==> config.mk <==
export PLATFORM = sky130hd
export DESIGN_NAME = mem_stage_flat
export DESIGN_NICKNAME = d
export VERILOG_FILES = /design/src/rtl/mem_stage_if.sv /design/src/rtl/mem_stage.sv /design/src/flat_wrapper.sv
export SDC_FILE = /design/constraint.sdc
export NUM_CORES = 1
export LEC_CHECK = 0
export CAP_MARGIN = 15
export CORE_UTILIZATION = 35
export DETAILED_ROUTE_END_ITERATION = 7
export PLACE_DENSITY = 0.76
export SLEW_MARGIN = 0
export SYNTH_ARGS = -nofsm -noshare
export SYNTH_HDL_FRONTEND = slang
export SYNTH_SLANG_ARGS = --single-unit
==> constraint.sdc <==
create_clock -name clk -period 1.84 [get_ports clk]
set_input_delay 0.46 -clock clk [delete_from_list [all_inputs] [get_ports clk]]
set_output_delay 0.46 -clock clk [all_outputs]
set_load 0.02 [all_outputs]
==> src/rtl/mem_stage_if.sv <==
// Data-memory port bundle between the memory stage and the data memory.
// Latency: none, wires only.
// Backpressure: the requester holds req and its fields until the memory returns ack.
// Ports (master = requester): req, we, be, addr, wdata out; ack, rdata in.
interface mem_stage_if #(
    parameter int DATA_W = 32
);
    logic              req;
    logic              we;
    logic [3:0]        be;
    logic [DATA_W-1:0] addr;
    logic [DATA_W-1:0] wdata;
    logic              ack;
    logic [DATA_W-1:0] rdata;

    modport master (
        output req, we, be, addr, wdata,
        input  ack, rdata
    );

    modport slave (
        input  req, we, be, addr, wdata,
        output ack, rdata
    );
endinterface

==> src/rtl/mem_stage.sv <==
// Memory stage: issues loads/stores on a req/ack data port, formats byte/word data, registers the write-back bundle.
// Latency: 1 cycle for non-memory ops; launch cycle + wait cycles + 1 for memory ops (minimum 2).
// Backpressure: stall is raised combinationally while a memory op is pending; upstream holds m_* until it drops.
// Ports: clk/rst; m_* operation from X/M; wb_* forwarding source; dmem master port; stall; w_* and misalign to M/W.
module mem_stage #(
    parameter int DATA_W = 32,
    parameter int REG_W  = 5
) (
    input  logic              clk,
    input  logic              rst,
    input  logic              m_read,
    input  logic              m_write,
    input  logic              m_byte,
    input  logic              m_signed,
    input  logic              m_reg_we,
    input  logic [REG_W-1:0]  m_dst,
    input  logic [DATA_W-1:0] m_addr,
    input  logic [DATA_W-1:0] m_val,
    input  logic [REG_W-1:0]  m_src,
    input  logic              wb_en,
    input  logic [REG_W-1:0]  wb_dst,
    input  logic [DATA_W-1:0] wb_val,
    mem_stage_if.master       dmem,
    output logic              stall,
    output logic              w_we,
    output logic [REG_W-1:0]  w_dst,
    output logic [DATA_W-1:0] w_data,
    output logic              misalign
);

    typedef enum logic {IDLE, BUSY} state_t;

    state_t            state;
    logic              req_q;
    logic              we_q;
    logic [3:0]        be_q;
    logic [DATA_W-1:0] addr_q;
    logic [DATA_W-1:0] wdata_q;
    logic [1:0]        lane_q;
    logic              byte_q;
    logic              signed_q;
    logic              load_q;

    logic              any_op;
    logic              unaligned;
    logic              misal_op;
    logic              mem_op;
    logic [DATA_W-1:0] store_src;
    logic [DATA_W-1:0] store_fmt;
    logic [7:0]        load_lane;
    logic [DATA_W-1:0] load_fmt;

    assign any_op    = m_read | m_write;
    assign unaligned = (m_addr[1:0] != 2'b00);
    // Word accesses must be aligned; byte accesses may hit any lane.
    assign misal_op  = any_op & ~m_byte & unaligned;
    assign mem_op    = any_op & ~misal_op;

    // A register being written back this cycle is newer than the X/M copy.
    assign store_src = (wb_en && (wb_dst == m_src) && (m_src != '0)) ? wb_val : m_val;
    assign store_fmt = m_byte ? {(DATA_W/8){store_src[7:0]}} : store_src;

    // Byte loads pick the lane addressed by the latched low address bits.
    assign load_lane = 8'(dmem.rdata >> {lane_q, 3'b000});
    assign load_fmt  = byte_q ? {{(DATA_W-8){signed_q & load_lane[7]}}, load_lane}
                              : dmem.rdata;

    // The ack cycle releases upstream so the completing op retires on the next edge.
    always_comb begin
        stall = 1'b0;
        case (state)
            IDLE:    stall = mem_op;
            BUSY:    stall = ~dmem.ack;
            default: stall = 1'b0;
        endcase
    end

    assign dmem.req   = req_q;
    assign dmem.we    = we_q;
    assign dmem.be    = be_q;
    assign dmem.addr  = addr_q;
    assign dmem.wdata = wdata_q;

    always_ff @(posedge clk) begin
        if (rst) begin
            state    <= IDLE;
            req_q    <= 1'b0;
            we_q     <= 1'b0;
            be_q     <= 4'h0;
            addr_q   <= '0;
            wdata_q  <= '0;
            lane_q   <= 2'b00;
            byte_q   <= 1'b0;
            signed_q <= 1'b0;
            load_q   <= 1'b0;
            w_we     <= 1'b0;
            w_dst    <= '0;
            w_data   <= '0;
            misalign <= 1'b0;
        end else begin
            // Default is a bubble; only retiring ops overwrite it.
            w_we     <= 1'b0;
            w_dst    <= '0;
            w_data   <= '0;
            misalign <= 1'b0;
            case (state)
                IDLE: begin
                    if (mem_op) begin
                        state    <= BUSY;
                        req_q    <= 1'b1;
                        we_q     <= m_write;
                        be_q     <= m_byte ? 4'(4'b0001 << m_addr[1:0]) : 4'hF;
                        addr_q   <= {m_addr[DATA_W-1:2], 2'b00};
                        wdata_q  <= store_fmt;
                        lane_q   <= m_addr[1:0];
                        byte_q   <= m_byte;
                        signed_q <= m_signed;
                        load_q   <= m_read;
                    end else if (misal_op) begin
                        misalign <= 1'b1;
                    end else begin
                        w_we   <= m_reg_we;
                        w_dst  <= m_dst;
                        w_data <= m_addr;
                    end
                end
                BUSY: begin
                    if (dmem.ack) begin
                        state  <= IDLE;
                        req_q  <= 1'b0;
                        w_we   <= m_reg_we;
                        w_dst  <= m_dst;
                        w_data <= load_q ? load_fmt : m_addr;
                    end
                end
                default: state <= IDLE;
            endcase
        end
    end

endmodule

==> src/flat_wrapper.sv <==
// flat-port wrapper written by rule: the top's interface ports become plain ports
module mem_stage_flat 
#(
    parameter int DATA_W = 32,
    parameter int REG_W  = 5
)
  (clk, rst, m_read, m_write, m_byte, m_signed, m_reg_we, m_dst, m_addr, m_val, m_src, wb_en, wb_dst, wb_val, stall, w_we, w_dst, w_data, misalign, dmem_req, dmem_we, dmem_be, dmem_addr, dmem_wdata, dmem_ack, dmem_rdata);
  mem_stage_if #(.DATA_W(DATA_W)) dmem_i ();
  input  logic clk;
  input  logic rst;
  input  logic m_read;
  input  logic m_write;
  input  logic m_byte;
  input  logic m_signed;
  input  logic m_reg_we;
  input  logic [REG_W-1:0] m_dst;
  input  logic [DATA_W-1:0] m_addr;
  input  logic [DATA_W-1:0] m_val;
  input  logic [REG_W-1:0] m_src;
  input  logic wb_en;
  input  logic [REG_W-1:0] wb_dst;
  input  logic [DATA_W-1:0] wb_val;
  output logic stall;
  output logic w_we;
  output logic [REG_W-1:0] w_dst;
  output logic [DATA_W-1:0] w_data;
  output logic misalign;
  output wire logic [$bits(dmem_i.req)-1:0] dmem_req;
  output wire logic [$bits(dmem_i.we)-1:0] dmem_we;
  output wire logic [$bits(dmem_i.be)-1:0] dmem_be;
  output wire logic [$bits(dmem_i.addr)-1:0] dmem_addr;
  output wire logic [$bits(dmem_i.wdata)-1:0] dmem_wdata;
  input wire logic [$bits(dmem_i.ack)-1:0] dmem_ack;
  input wire logic [$bits(dmem_i.rdata)-1:0] dmem_rdata;
  assign dmem_req = dmem_i.req;
  assign dmem_we = dmem_i.we;
  assign dmem_be = dmem_i.be;
  assign dmem_addr = dmem_i.addr;
  assign dmem_wdata = dmem_i.wdata;
  assign dmem_i.ack = dmem_ack;
  assign dmem_i.rdata = dmem_rdata;
  mem_stage #(.DATA_W(DATA_W), .REG_W(REG_W)) u_core (.clk(clk), .rst(rst), .m_read(m_read), .m_write(m_write), .m_byte(m_byte), .m_signed(m_signed), .m_reg_we(m_reg_we), .m_dst(m_dst), .m_addr(m_addr), .m_val(m_val), .m_src(m_src), .wb_en(wb_en), .wb_dst(wb_dst), .wb_val(wb_val), .dmem(dmem_i), .stall(stall), .w_we(w_we), .w_dst(w_dst), .w_data(w_data), .misalign(misalign));
endmodule
==> results.py, run 1 <==
metrics = {
    "worst_setup_path": {
        "kind_of_end_point_of_the_critical_path": "flip-flop",
        "cp_slowest_stage_delay_ns": 0.29,
        "cp.arrival_ns": 2.22,
        "crit_buf_inv": 4,
        "rr_endpoint": "u_core.w_data[15]",
        "r2r_cells": 6,
        "critical_path.startpoint": "m_src[2]",
        "crit_path_cells": "dlygate4sd2_1 > xnor2_1 > nand3_2 > buf_4 > nor3_4 > buf_6 > buf_8 > nand3_1 > a311oi_1",
        "rrSetupSlack_ns": -0.02,
        "worst_setup_path_start_kind": "input pin",
        "worst-setup-path-type": "input pin to flip-flop",
        "timing.rr.start": "u_core.lane_q[0]",
        "critical-path-slowest-cell": "dlygate4sd2_1",
        "req_time_crit_path_ns": 2.16,
        "path_delay_family": "buffers and inverters",
        "timing.critical_path.fanout_max": 8,
    },
    "timing": {
        "clock_skew_ns": 0.00710,
        "hold_viol": 0,
        "min_period_over_period_pct": 103,
        "worst_slack_ns": -0.0591,
        "maximum_clock_frequency_ghz": 0.527,
        "slew_viol_final": 0,
        "setup_viol_count_final": 11,
        "fin_crit_ns": 1.90,
        "finalSetupTns_ns": -0.251,
    },
    "run": {
        "drv_cap": 0,
    },
    "synthesis": {
        "synth-seq-cells": 113,
        "synth_largest_area_cell": "dfxtp_1",
        "synth.yosys.warnings": 0,
        "synth.lib_cells_used.distinct": 42,
        "netlist_top_cells_count": "dfxtp_1 (113), nand2_1 (104), nor2_1 (88)",
        "dominant_cell_by_count_in_the_synthesized_netlist": "dfxtp_1",
        "proportion_of_register_bits_with_asynchronous_set_or_reset_after_synthesis_pct": 0,
        "synth.yosys.seq_area_share_pct": 47.0,
        "yosys_most_used_dff": "dfxtp_1",
        "syn-instance-count": 598,
        "synth.top_cells.by_area": "dfxtp_1 (47%), nand2_1 (8.1%), nor2_1 (6.9%), a311oi_1 (5.8%), nand3_1 (5.2%)",
        "synth_largest_type_area_fraction_pct": 47.0,
        "synth_edf_count": 0,
        "post_synth_instance_area_um2": 4810,
        "syn-mean-instance-area_um2": 8.04,
    },
    "finish": {
        "inserted_diodes": 0,
        "fin_util_pct": 66.8,
        "layout.filler_cells": 1064,
        "area.growth.synth_to_final_pct": 85.4,
        "final_layout_size_suffix_gt1_share_pct": 16.1,
        "post-route-cell-area_um2": 8920,
        "fin_nets": 1046,
    },
    "power": {
        "power.switching_fraction_pct": 28.8,
        "power_frac_clock_pct": 41.1,
        "power.share.sequential_pct": 35.7,
        "p_per_area_nw_per_um2": 853,
        "max-vdd-ir-drop_mv": 0.608,
        "power_report.internal_total_mw": 5.42,
        "finalPower_mw": 7.60,
        "leakagePower_nw": 4.00,
        "power.combinational.fraction_pct": 23.2,
        "switchingPower_mw": 2.19,
    },
    "route": {
        "drc": 0,
        "detailroute.via_count": 5746,
        "wire_per_inst_um": 18.4,
        "wl_um": 19900,
        "detailedRoute.firstPassIterationCount": 5,
        "vias_per_cell": 5.31,
        "first_iter_violations": 299,
        "antenna_left": 0,
    },
    "global_routing": {
        "number_of_antenna_violations_at_the_first_check_in_global_routing": 0,
        "grt_start_max_net_pins": 49,
        "via_count_of_the_first_global_routing_pass": 5406,
        "grt_pass1_wl_um": 28800,
        "global_route.overflow_total": 0,
        "track_usage_pct": 26.8,
    },
    "worst_hold_path": {
        "hold_start": "rst",
        "worst_hold_path.endpoint": "u_core.state",
        "hold_class": "input pin to flip-flop",
        "hold_critical_path_depth": 2,
    },
    "clock_tree": {
        "cts_tree": "built",
        "cts.hold.buffers_added": 0,
        "clk_latency_ns": 0.42,
        "clock_tree.buffer_depth": 2,
        "ctsHtreeMaxLevel": 4,
        "clock-root-buffer": "clkbuf_16",
        "clkSlewWorstSetupHoldPaths_ns": 0.06,
        "cts_made_buffers": 17,
        "numClockSinks": 113,
    },
    "floorplan": {
        "core_area_um2": 13300,
        "fp.dieArea_um2": 14200,
        "std_cell_rows": 42,
        "die_width_um": 119,
        "io-pin-count": 262,
        "die_y_um": 119,
        "start_util_pct": 36.0,
    },
    "run_status": {
        "outcome": "finished with violations",
        "violations": "negative setup slack",
    },
    "placement": {
        "detailed_place.area_um2": 7930,
        "preCtsSetupSlack_ns": -0.709,
        "placement.io_buffers": 259,
        "gp_routability_congestion": 0.910,
        "hpwlAfterDp_um": 14000,
    },
}
==> worst max path at each step <==
| stage | to | slack, ns | cells past startpoint |
|---|---|---|---|
| after floorplan | u_core.w_data[10] | 0.02 | 6 |
| after global placement | stall | -0.71 | 6 |
| after detailed placement | stall | -0.71 | 6 |
| after CTS | stall | -0.003 | 5 |
| after global routing | u_core.dmem.wdata[24] | -0.20 | 8 |
| final | u_core.dmem.wdata[28] | -0.06 | 9 |
==> layer usage <==
| layer | routed length, um | up-vias | part of all wire (%) | GRT usage, % |
|---|---|---|---|---|
| met4 | 747 | 0 | 3.7 | 11.9 |
| li1 | - | 2701 | - | - |
| met1 | 7180 | 2648 | 36 | 28.5 |
| met2 | 10100 | 340 | 51 | 47.8 |
| met3 | 1870 | 57 | 9.4 | 9.05 |
| met5 | 0 | - | 0 | 0 |
==> metrics by stage <==
stage	hold slack (ns)	std cells
global placement	0.441	1040
floorplan	0.434	599
finish	0.320	1083
CTS	0.309	1078
global route	0.316	1083
detailed placement	0.446	1040
==> power groups by stage <==
| stage | Combinational [mW] | Sequential [mW] | Clock [mW] |
|---|---|---|---|
| after global placement | 1.70 | 2.76 | 0 |
| after floorplan | 0.534 | 2.96 | 0 |
| after global routing | 1.87 | 2.73 | 3.30 |
| after CTS | 1.70 | 2.72 | 3.17 |
| final | 1.76 | 2.71 | 3.13 |
| after detailed placement | 1.72 | 2.77 | 0 |
==> layout make-up <==
cell class / count / area, um2 / share of cell area, %
clock inverter: 12 / 110 / 1.23
tap: 176 / 220 / 2.47
multi-input combinational: 434 / 2590 / 29.1
timing repair buffer: 326 / 3270 / 36.6
inverter: 2 / 7.51 / 0.0842
clock buffer: 20 / 457 / 5.12
sequential: 113 / 2260 / 25.4
==> cells in the final DEF (no fill, tap or decap), types with 3 or more instances in the layout <==
cell / n
buf_4: 50
clkinvlp_4: 7
and2_1: 7
dlymetal6s2s_1: 34
mux2i_1: 7
a21oi_1: 49
buf_12: 5
nand2b_1: 3
buf_6: 11
a2bb2oi_1: 15
a21o_1: 7
a221oi_2: 7
o21ai_0: 21
nor2_1: 86
dlygate4sd2_1: 43
nand3_2: 6
dfxtp_1: 113
nand2_1: 103
a311oi_1: 24
clkdlybuf4s50_1: 178
a311oi_2: 8
clkbuf_16: 19
nand3_1: 44
a2bb2oi_2: 8
==> state kept, by name (all words and copies together) (netlist names) <==
register	flops
u_core.dmem.we	1
u_core.dmem.addr	30
u_core.signed_q	1
u_core.misalign	1
u_core.byte_q	1
u_core.load_q	1
u_core.state	1
u_core.w_data	32
u_core.dmem.req	1
u_core.w_dst	5
u_core.w_we	1
u_core.lane_q	2
u_core.dmem.be	4
u_core.dmem.wdata	32
==> repair_timing <==
| action | in CTS | in global routing |
|---|---|---|
| endpoints found under the setup margin | 87 | 85 |
| buffers inserted | 3 | 2 |
| cloned | 3 | 3 |
| pin swaps | 36 | 7 |
| gates resized for setup | 80 | 62 |
==> logic make-up (layout without fill, tap and decap cells) <==
logic type / after synthesis / count (layout) / share of synthesized area, %
other: 1 / 2 / 0.0780
muxes: 9 / 9 / 2.16
AOI/OAI and AO/OA: 151 / 151 / 21.5
buffers and inverters: 52 / 360 / 4.45
and+or+nand+nor: 268 / 268 / 24.1
xor gates and xnor gates: 4 / 4 / 0.728
DFF: 113 / 113 / 47.0
(Power assumes the default switching activity.)
==> run 2, diff against run 1 <==
TNS_END_PERCENT = 5   (was not set)
==> results.py, run 2 (synthesis gave the netlist of run 1 again) <==
metrics = {
    "finish": {
        "layoutNonFillerInstCount": 1080,
        "layout_commonest_cell": "clkdlybuf4s50_1",
        "fin_nets": 1043,
        "inserted_diodes": 0,
        "top_library_cells_by_usage_in_the_layout_fill_and_taps_aside": "clkdlybuf4s50_1 (178), dfxtp_1 (113), nand2_1 (102), nor2_1 (86), buf_4 (50)",
        "final_layout_size_suffix_gt1_share_pct": 15.0,
        "area.growth.synth_to_final_pct": 83.5,
        "post-route-cell-area_um2": 8830,
        "layout.filler_cells": 1099,
    },
    "clock_tree": {
        "ctsHtreeMaxLevel": 4,
        "cts.hold.buffers_added": 0,
        "clk_latency_ns": 0.41,
        "clock_tree.buffer_depth": 2,
        "cts_tree": "built",
        "clock-root-buffer": "clkbuf_16",
        "cts_made_buffers": 17,
        "clkSlewWorstSetupHoldPaths_ns": 0.06,
        "numClockSinks": 113,
    },
    "timing": {
        "finalSetupTns_ns": -0.0177,
        "clock_skew_ns": 0.00683,
        "worst_slack_ns": -0.0177,
        "rsz0062_at_grt": "true",
        "fin_crit_ns": 1.86,
        "maximum_clock_frequency_ghz": 0.538,
        "hold_viol": 0,
        "min_period_over_period_pct": 101,
        "setup_viol_count_final": 1,
        "slew_viol_final": 0,
    },
    "floorplan": {
        "die_y_um": 119,
        "std_cell_rows": 42,
        "start_util_pct": 36.0,
        "core_area_um2": 13300,
        "fp.dieArea_um2": 14200,
        "io-pin-count": 262,
        "die_width_um": 119,
    },
    "global_routing": {
        "number_of_antenna_violations_at_the_first_check_in_global_routing": 0,
        "global_route.overflow_total": 0,
        "grt_start_max_net_pins": 49,
        "track_usage_pct": 26.8,
        "grt_pass1_wl_um": 28800,
        "via_count_of_the_first_global_routing_pass": 5441,
    },
    "route": {
        "wire_per_inst_um": 18.0,
        "met3RoutedLength_um": 1740,
        "drt-met1-wl_um": 7230,
        "detailroute.via_count": 5657,
        "detailedRoute.firstPassIterationCount": 5,
        "drc": 0,
        "antenna_left": 0,
        "first_iter_violations": 354,
        "vias_per_cell": 5.24,
        "routed-wl-met2_um": 9770,
        "wl_um": 19500,
        "top_layer_used": "met4",
    },
    "run_status": {
        "violations": "negative setup slack",
        "outcome": "finished with violations",
    },
    "worst_setup_path": {
        "crit_path_cells": "dlygate4sd2_1 > or2_1 > o21a_2 > buf_6 > nor3_4 > buf_6 > buf_8 > nand3_1 > a311oi_1",
        "worst-setup-path-type": "input pin to flip-flop",
        "timing.critical_path.fanout_max": 8,
        "req_time_crit_path_ns": 2.16,
        "rr_endpoint": "u_core.w_data[20]",
        "crit_path_frequent_cell": "buf_6",
        "path_delay_family": "buffers and inverters",
        "crit_buf_inv": 4,
        "cp_slowest_stage_delay_ns": 0.28,
        "cp.arrival_ns": 2.17,
        "critical-path-slowest-cell": "a311oi_1",
        "kind_of_end_point_of_the_critical_path": "flip-flop",
        "r2r_cells": 6,
        "rrSetupSlack_ns": 0.07,
        "worst_setup_path_start_kind": "input pin",
        "timing.rr.start": "u_core.lane_q[0]",
    },
    "power": {
        "power.combinational.fraction_pct": 22.9,
        "power_report.internal_total_mw": 5.41,
        "p_per_area_nw_per_um2": 858,
        "leakagePower_nw": 3.97,
        "switchingPower_mw": 2.16,
        "power.switching_fraction_pct": 28.6,
        "max-vdd-ir-drop_mv": 0.606,
        "power.share.sequential_pct": 35.8,
        "power_frac_clock_pct": 41.2,
        "finalPower_mw": 7.57,
    },
    "worst_hold_path": {
        "worst_hold_path.endpoint": "u_core.state",
        "hold_start": "rst",
        "hold_class": "input pin to flip-flop",
        "hold_critical_path_depth": 2,
    },
    "placement": {
        "placed_cells_incl_taps": 1040,
        "detailed_place.area_um2": 7930,
        "placement.io_buffers": 259,
        "hpwlAfterDp_um": 14000,
        "gp_routability_congestion": 0.910,
    },
    "run": {
        "drv_cap": 0,
    },
}
[run 2: changes by cell type in the layout (fill, tap and decap cells not counted), moves of 2 or more]
| cell | before | now |
|---|---|---|
| a2bb2oi_2 | 8 | 4 |
| buf_6 | 11 | 9 |
| clkdlybuf4s15_1 | 2 | 0 |
| a2bb2oi_1 | 15 | 19 |
| nand3_1 | 44 | 46 |
| nand3_2 | 6 | 4 |
[run 2: metal layers]
layer	GRT usage, %	vias to the layer above
met5	0	-
li1	-	2694
met4	12.5	0
met2	47.7	317
met3	8.86	53
met1	28.5	2593
[run 2: final cells by class]
cell class	count	area (um2)	area share, %
inverter	2	7.51	0.0851
clock inverter	12	110	1.25
timing repair buffer	323	3220	36.5
tap	176	220	2.50
multi-input combinational	434	2550	28.9
sequential	113	2260	25.6
clock buffer	20	457	5.17
[run 2: worst max path at each step]
stage,from,endpoint,slack [ns],cells past startpoint
2_1_floorplan,dmem_rdata[31],u_core.w_data[10],0.02,6
3_3_place_gp,m_write,stall,-0.71,6
3_5_place_dp,m_write,stall,-0.71,6
4_1_cts,m_addr[1],stall,-0.04,5
5_1_grt,m_src[0],u_core.dmem.wdata[28],-0.12,9
6_report,m_src[4],u_core.dmem.wdata[28],-0.02,9
[run 2: power by group through the flow]
stage	Clock [mW]	Sequential [mW]	Combinational, mW
3_3_place_gp	0	2.76	1.70
3_5_place_dp	0	2.77	1.72
5_1_grt	3.29	2.73	1.85
2_1_floorplan	0	2.96	0.534
4_1_cts	3.17	2.72	1.69
6_report	3.12	2.71	1.74
[run 2: what timing repair did]
item | in CTS | in global routing
pin swaps | 28 | 13
endpoints found under the setup margin | 87 | 86
gates cloned | 3 | 1
buffers inserted | 3 | 1
resized for setup | 74 | 58
[run 2: per-stage QoR]
stage               setup slack (ns)  hold WS [ns]  utilization [%]
finish                       -0.0177         0.320             66.1
global route                  -0.117         0.316             66.1
CTS                          -0.0405         0.309             64.3
detailed placement            -0.709         0.446             59.4
global placement              -0.708         0.441             59.4
floorplan                     0.0159         0.434                -
==> run 3, diff against run 2 <==
TNS_END_PERCENT = 30   (was 5)
==> results.py, run 3 (synthesis gave the netlist of run 1 again) <==
metrics = {
    "timing": {
        "fin_crit_ns": 1.96,
        "maximum_clock_frequency_ghz": 0.510,
        "rsz0062_at_grt": "true",
        "clock_skew_ns": 0.00736,
        "finalSetupTns_ns": -2.26,
        "worst_slack_ns": -0.119,
        "min_period_over_period_pct": 106,
        "setup_viol_count_final": 34,
        "holdWs_ns": 0.321,
        "hold_viol": 0,
        "slew_viol_final": 0,
    },
    "global_routing": {
        "number_of_antenna_violations_at_the_first_check_in_global_routing": 0,
        "grt_start_max_net_pins": 49,
        "via_count_of_the_first_global_routing_pass": 5409,
        "global_route.overflow_total": 0,
        "grt_pass1_wl_um": 28800,
        "track_usage_pct": 26.9,
    },
    "clock_tree": {
        "numClockSinks": 113,
        "ctsHtreeMaxLevel": 4,
        "clk_latency_ns": 0.42,
        "cts.hold.buffers_added": 0,
        "cts_tree": "built",
        "clock_tree.buffer_depth": 2,
        "clock-root-buffer": "clkbuf_16",
        "cts_made_buffers": 17,
        "clkSlewWorstSetupHoldPaths_ns": 0.06,
    },
    "floorplan": {
        "die_y_um": 119,
        "start_util_pct": 36.0,
        "std_cell_rows": 42,
        "die_width_um": 119,
        "io-pin-count": 262,
        "fp.dieArea_um2": 14200,
        "core_area_um2": 13300,
    },
    "finish": {
        "area.growth.synth_to_final_pct": 86.3,
        "inserted_diodes": 0,
        "post-route-cell-area_um2": 8960,
        "final_layout_size_suffix_gt1_share_pct": 16.9,
        "fin_util_pct": 67.1,
        "top_library_cells_by_usage_in_the_layout_fill_and_taps_aside": "clkdlybuf4s50_1 (179), dfxtp_1 (113), nand2_1 (102), nor2_1 (86), buf_4 (51)",
        "layout_commonest_cell": "clkdlybuf4s50_1",
        "fin_nets": 1046,
    },
    "placement": {
        "gp_routability_congestion": 0.910,
        "placement.io_buffers": 259,
        "hpwlAfterDp_um": 14000,
        "detailed_place.area_um2": 7930,
    },
    "power": {
        "leakagePower_nw": 4.00,
        "finalPower_mw": 7.61,
        "max-vdd-ir-drop_mv": 0.607,
        "p_per_area_nw_per_um2": 850,
    },
    "route": {
        "detailedRoute.firstPassIterationCount": 5,
        "first_iter_violations": 279,
        "detailroute.via_count": 5702,
        "antenna_left": 0,
        "drc": 0,
        "wl_um": 19800,
        "wire_per_inst_um": 18.3,
        "vias_per_cell": 5.27,
    },
    "worst_setup_path": {
        "timing.critical_path.fanout_max": 8,
        "cp_slowest_stage_delay_ns": 0.43,
        "path_delay_family": "buffers and inverters",
        "crit_buf_inv": 4,
        "worst-setup-path-type": "input pin to flip-flop",
        "worst_setup_path_start_kind": "input pin",
        "crit_path_cells": "clkdlybuf4s50_1 > xnor2_1 > nand2_1 > buf_4 > nor4_4 > buf_6 > a221oi_2 > buf_4 > a311oi_2",
        "req_time_crit_path_ns": 2.17,
        "cp.arrival_ns": 2.29,
        "rrSetupSlack_ns": -0.01,
        "critical-path-slowest-cell": "clkdlybuf4s50_1",
        "crit_path_frequent_cell": "buf_4",
        "kind_of_end_point_of_the_critical_path": "flip-flop",
    },
    "run": {
        "drv_cap": 0,
    },
    "run_status": {
        "violations": "negative setup slack",
        "outcome": "finished with violations",
    },
    "worst_hold_path": {
        "hold_class": "input pin to flip-flop",
    },
}
[run 3: changes by cell type in the layout (fill, tap and decap cells not counted), sizes merged]
cell / delta
buf: +2
clkdlybuf4s15: +2
dlymetal6s2s: -2
clkbuf: +1
clkdlybuf4s50: +1
dlygate4sd2: -1
[run 3: area by class of cell]
class | instances | area (um2)
clock buffers | 20 | 457
multi-input cells | 434 | 2640
repair buffers | 326 | 3270
flip-flops and latches | 113 | 2260
fillers | 1060 | 4390
well taps | 176 | 220
inverters | 2 | 7.51
clock inverters | 12 | 110
[run 3: power by group]
part | switching (mW) | total [mW] | internal (mW)
logic | 0.897 | 1.77 | 0.874
registers | 0.0875 | 2.71 | 2.63
clock network | 1.20 | 3.13 | 1.92
total | 2.19 | 7.61 | 5.42
[run 3: final timing paths]
path | startpoint | to | cells after the start
worst max-delay path | wb_dst[3] | u_core.dmem.wdata[26] | 9
worst min-delay path | rst | u_core.state | 2
worst max register to register | u_core.lane_q[0] | u_core.w_data[15] | 6
worst min register to register | u_core.dmem.addr[17] | u_core.dmem.addr[17] | 2
[run 3: routing by layer]
metal / vias to the layer above / share of wire (%) / routed length, um / track usage (%)
li1: 2708 / - / - / -
met1: 2630 / 36 / 7190 / 28.6
met2: 309 / 51 / 10100 / 47.8
met3: 55 / 8.8 / 1740 / 9.05
met4: 0 / 3.9 / 773 / 11.9
met5: - / 0 / 0 / 0
[run 3: timing repair]
action,CTS,global route
pin swaps,35,6
setup endpoints to repair,87,86
buffers inserted,3,2
gates cloned,3,3
resized for setup,79,70
[run 3: through the flow]
stage               worst slack (ns)  std cells
detailed placement            -0.709       1040
floorplan                     0.0159        599
CTS                          -0.0405       1078
finish                        -0.119       1083
global route                  -0.155       1083
global placement              -0.708       1040
==> variant (settings of run 3) <==
`DATA_W` is set to 32 in 3 places; all go to 64.
--- a/src/rtl/mem_stage_if.sv
+++ b/src/rtl/mem_stage_if.sv
@@ -3,7 +3,7 @@
 // Backpressure: the requester holds req and its fields until the memory returns ack.
 // Ports (master = requester): req, we, be, addr, wdata out; ack, rdata in.
 interface mem_stage_if #(
-    parameter int DATA_W = 32
+    parameter int DATA_W = 64
 );
     logic              req;
     logic              we;
--- a/src/rtl/mem_stage.sv
+++ b/src/rtl/mem_stage.sv
@@ -3,7 +3,7 @@
 // Backpressure: stall is raised combinationally while a memory op is pending; upstream holds m_* until it drops.
 // Ports: clk/rst; m_* operation from X/M; wb_* forwarding source; dmem master port; stall; w_* and misalign to M/W.
 module mem_stage #(
-    parameter int DATA_W = 32,
+    parameter int DATA_W = 64,
     parameter int REG_W  = 5
 ) (
     input  logic              clk,
--- a/src/flat_wrapper.sv
+++ b/src/flat_wrapper.sv
@@ -1,7 +1,7 @@
 // flat-port wrapper written by rule: the top's interface ports become plain ports
 module mem_stage_flat 
 #(
-    parameter int DATA_W = 32,
+    parameter int DATA_W = 64,
     parameter int REG_W  = 5
 )
   (clk, rst, m_read, m_write, m_byte, m_signed, m_reg_we, m_dst, m_addr, m_val, m_src, wb_en, wb_dst, wb_val, stall, w_we, w_dst, w_data, misalign, dmem_req, dmem_we, dmem_be, dmem_addr, dmem_wdata, dmem_ack, dmem_rdata);
Interface: changed (7 resized); port bits go from 262 to 486. The function was not compared with the original's and may differ.
==> variant against run 3 <==
The flow still finishes with violations (negative setup slack). First-iteration DRC count grew to 2.9 times the old value. Wire length grew 110%. Power rose by 73%. Hold slack improved by 0.083 ns. Critical path depth down 5. Sequential cell count up 96. Core utilization decreased by 8.5 points. Via count rose by 92%. Area after synthesis is 110% higher. Sequential power increased by 85%. Synthesized cell count grew 95%. Setup slack gained 0.064 ns. Design area is 82% higher. Largest cell class unchanged. Largest power group is now registers.
==> variant: results (changes against run 3) <==
Clock Power: 0.00459 W (+47%)
post-CTS setup buffer count: 0 (-3)
# H-tree levels: 1 (-3)
Comb group: 0.00356 W (+100%)
Final setup violation count: 1 (-97%)
Setup WS pre-CTS: -0.797 ns (-0.0881 ns)
status: finished, violations left
share of layout cells above drive strength 1: 15.5% (-1.4 points)
Fin Setup TNS: -0.0545 ns (+2.20 ns)
arrival time of the worst setup path: 1.43 ns (-0.86 ns)
wire per inst: 20.5 um (+12%)
Post-Place Cells: 2,008 (+93%)
GRT met1 Usage: 34.9% (+6.3 points)
violated checks: negative setup slack
static leakage: 6.84 nW (+71%)
xor/xnor cell area share of the yosys netlist: 0.355% (-0.37 points)
WL final: 42,100 um (+110%)
area taken by multi-input logic gates: 0.00516 mm^2 (+96%)
Seq/Total Area, Yosys: 42.4% (-4.6 points)
NetSw: 0.00409 W (+87%)
met2 routed WL: 19,400 um (+93%)
Post-synth ARST share: 0% (unchanged)
met3 Use GR: 6.44% (-2.6 points)
Die Area: 0.0289 mm^2 (+100%)
post-CTS resize count: 223 (+180%)
Setup Skew: 0.0209 ns (+0.0135 ns)
vias in the first global route: 10,500 (+95%)
sequential logic power: 0.00501 W (+85%)
met1 WL: 17,300 um (+140%)
Top delay family on crit path: flip-flops
Tot GR Track Use: 27.6% (+0.75 points)
worst-path fanout max: 2 (-6)
final worst-path setup slack: -0.0545 ns (+0.0645 ns)
fillers: 2,495 (+140%)
largest net degree at the start of global routing: 71 (+45%)
Final nets: 1,939 (+85%)
top post-synthesis cells by count: 209 x dfxtp_1, 201 x nand2_1, 132 x a21oi_1, 91 x nor2_1, 64 x nand4_1
CTS Buf Count: 24 (+7)
Global Route met2 Usage: 44.7% (-3.1 points)
Crit-path slowest cell: dfxtp_2
hpwl dp: 31,000 um (+120%)
initial DRC count: 804 (+190%)
Worst Setup SP: u_core.state
vias per std cell: 5.33 (+1.2%)
port bufs: 483 (+86%)
first-pass GRT wire length: 61,300 um (+110%)
Yosys cell types: 49 (+17%)
maximum clock insertion buffer count: 3 (+1)
initial antenna violation count: 3 (+3)
routed wl met3: 3460 um (+99%)
Final GP Congestion: 0.845 (-7.2%)
startpoint types: flip-flop
Synth Area in Compound Gates: 29.4% (+7.9 points)
multiplexer share of the synthesized area: 1.15% (-1.0 points)
worst-skew pair later-pin latency: 0.53 ns (+0.11 ns)
[variant: cell types whose count changed after synthesis, sizes merged, moves of 57 or more]
cell,change
nand2,+98
a21oi,+91
buf,+60
a211oi,+57
dfxtp,+96
nand4,+64
[variant: final cells by class]
type | instances | area share (%)
repair buffers | 586 | 35.0
multi-input cells | 835 | 31.7
flip-flops and latches | 209 | 25.7
clock buffers | 36 | 4.27
well taps | 378 | 2.90
clock inverters | 7 | 0.338
inverters | 3 | 0.0691
diodes | 3 | 0.0461
[variant: kinds of logic (layout without fill, tap and decap cells)]
kind of cell / Yosys count / in the layout
and+or+nand+nor: 414 / 414
AOI/OAI and AO/OA: 405 / 405
DFF: 209 / 209
buffers and inverters: 122 / 632
muxes: 10 / 10
xor gates and xnor gates: 4 / 4
other: 1 / 5
[variant: worst paths after layout]
path,to,slack (ns),cells past startpoint
setup / recovery,stall,-0.05,4
hold / removal,u_core.state,0.40,3
setup reg to reg,u_core.dmem.wdata[20],0.08,7
hold reg to reg,u_core.dmem.addr[53],0.45,2
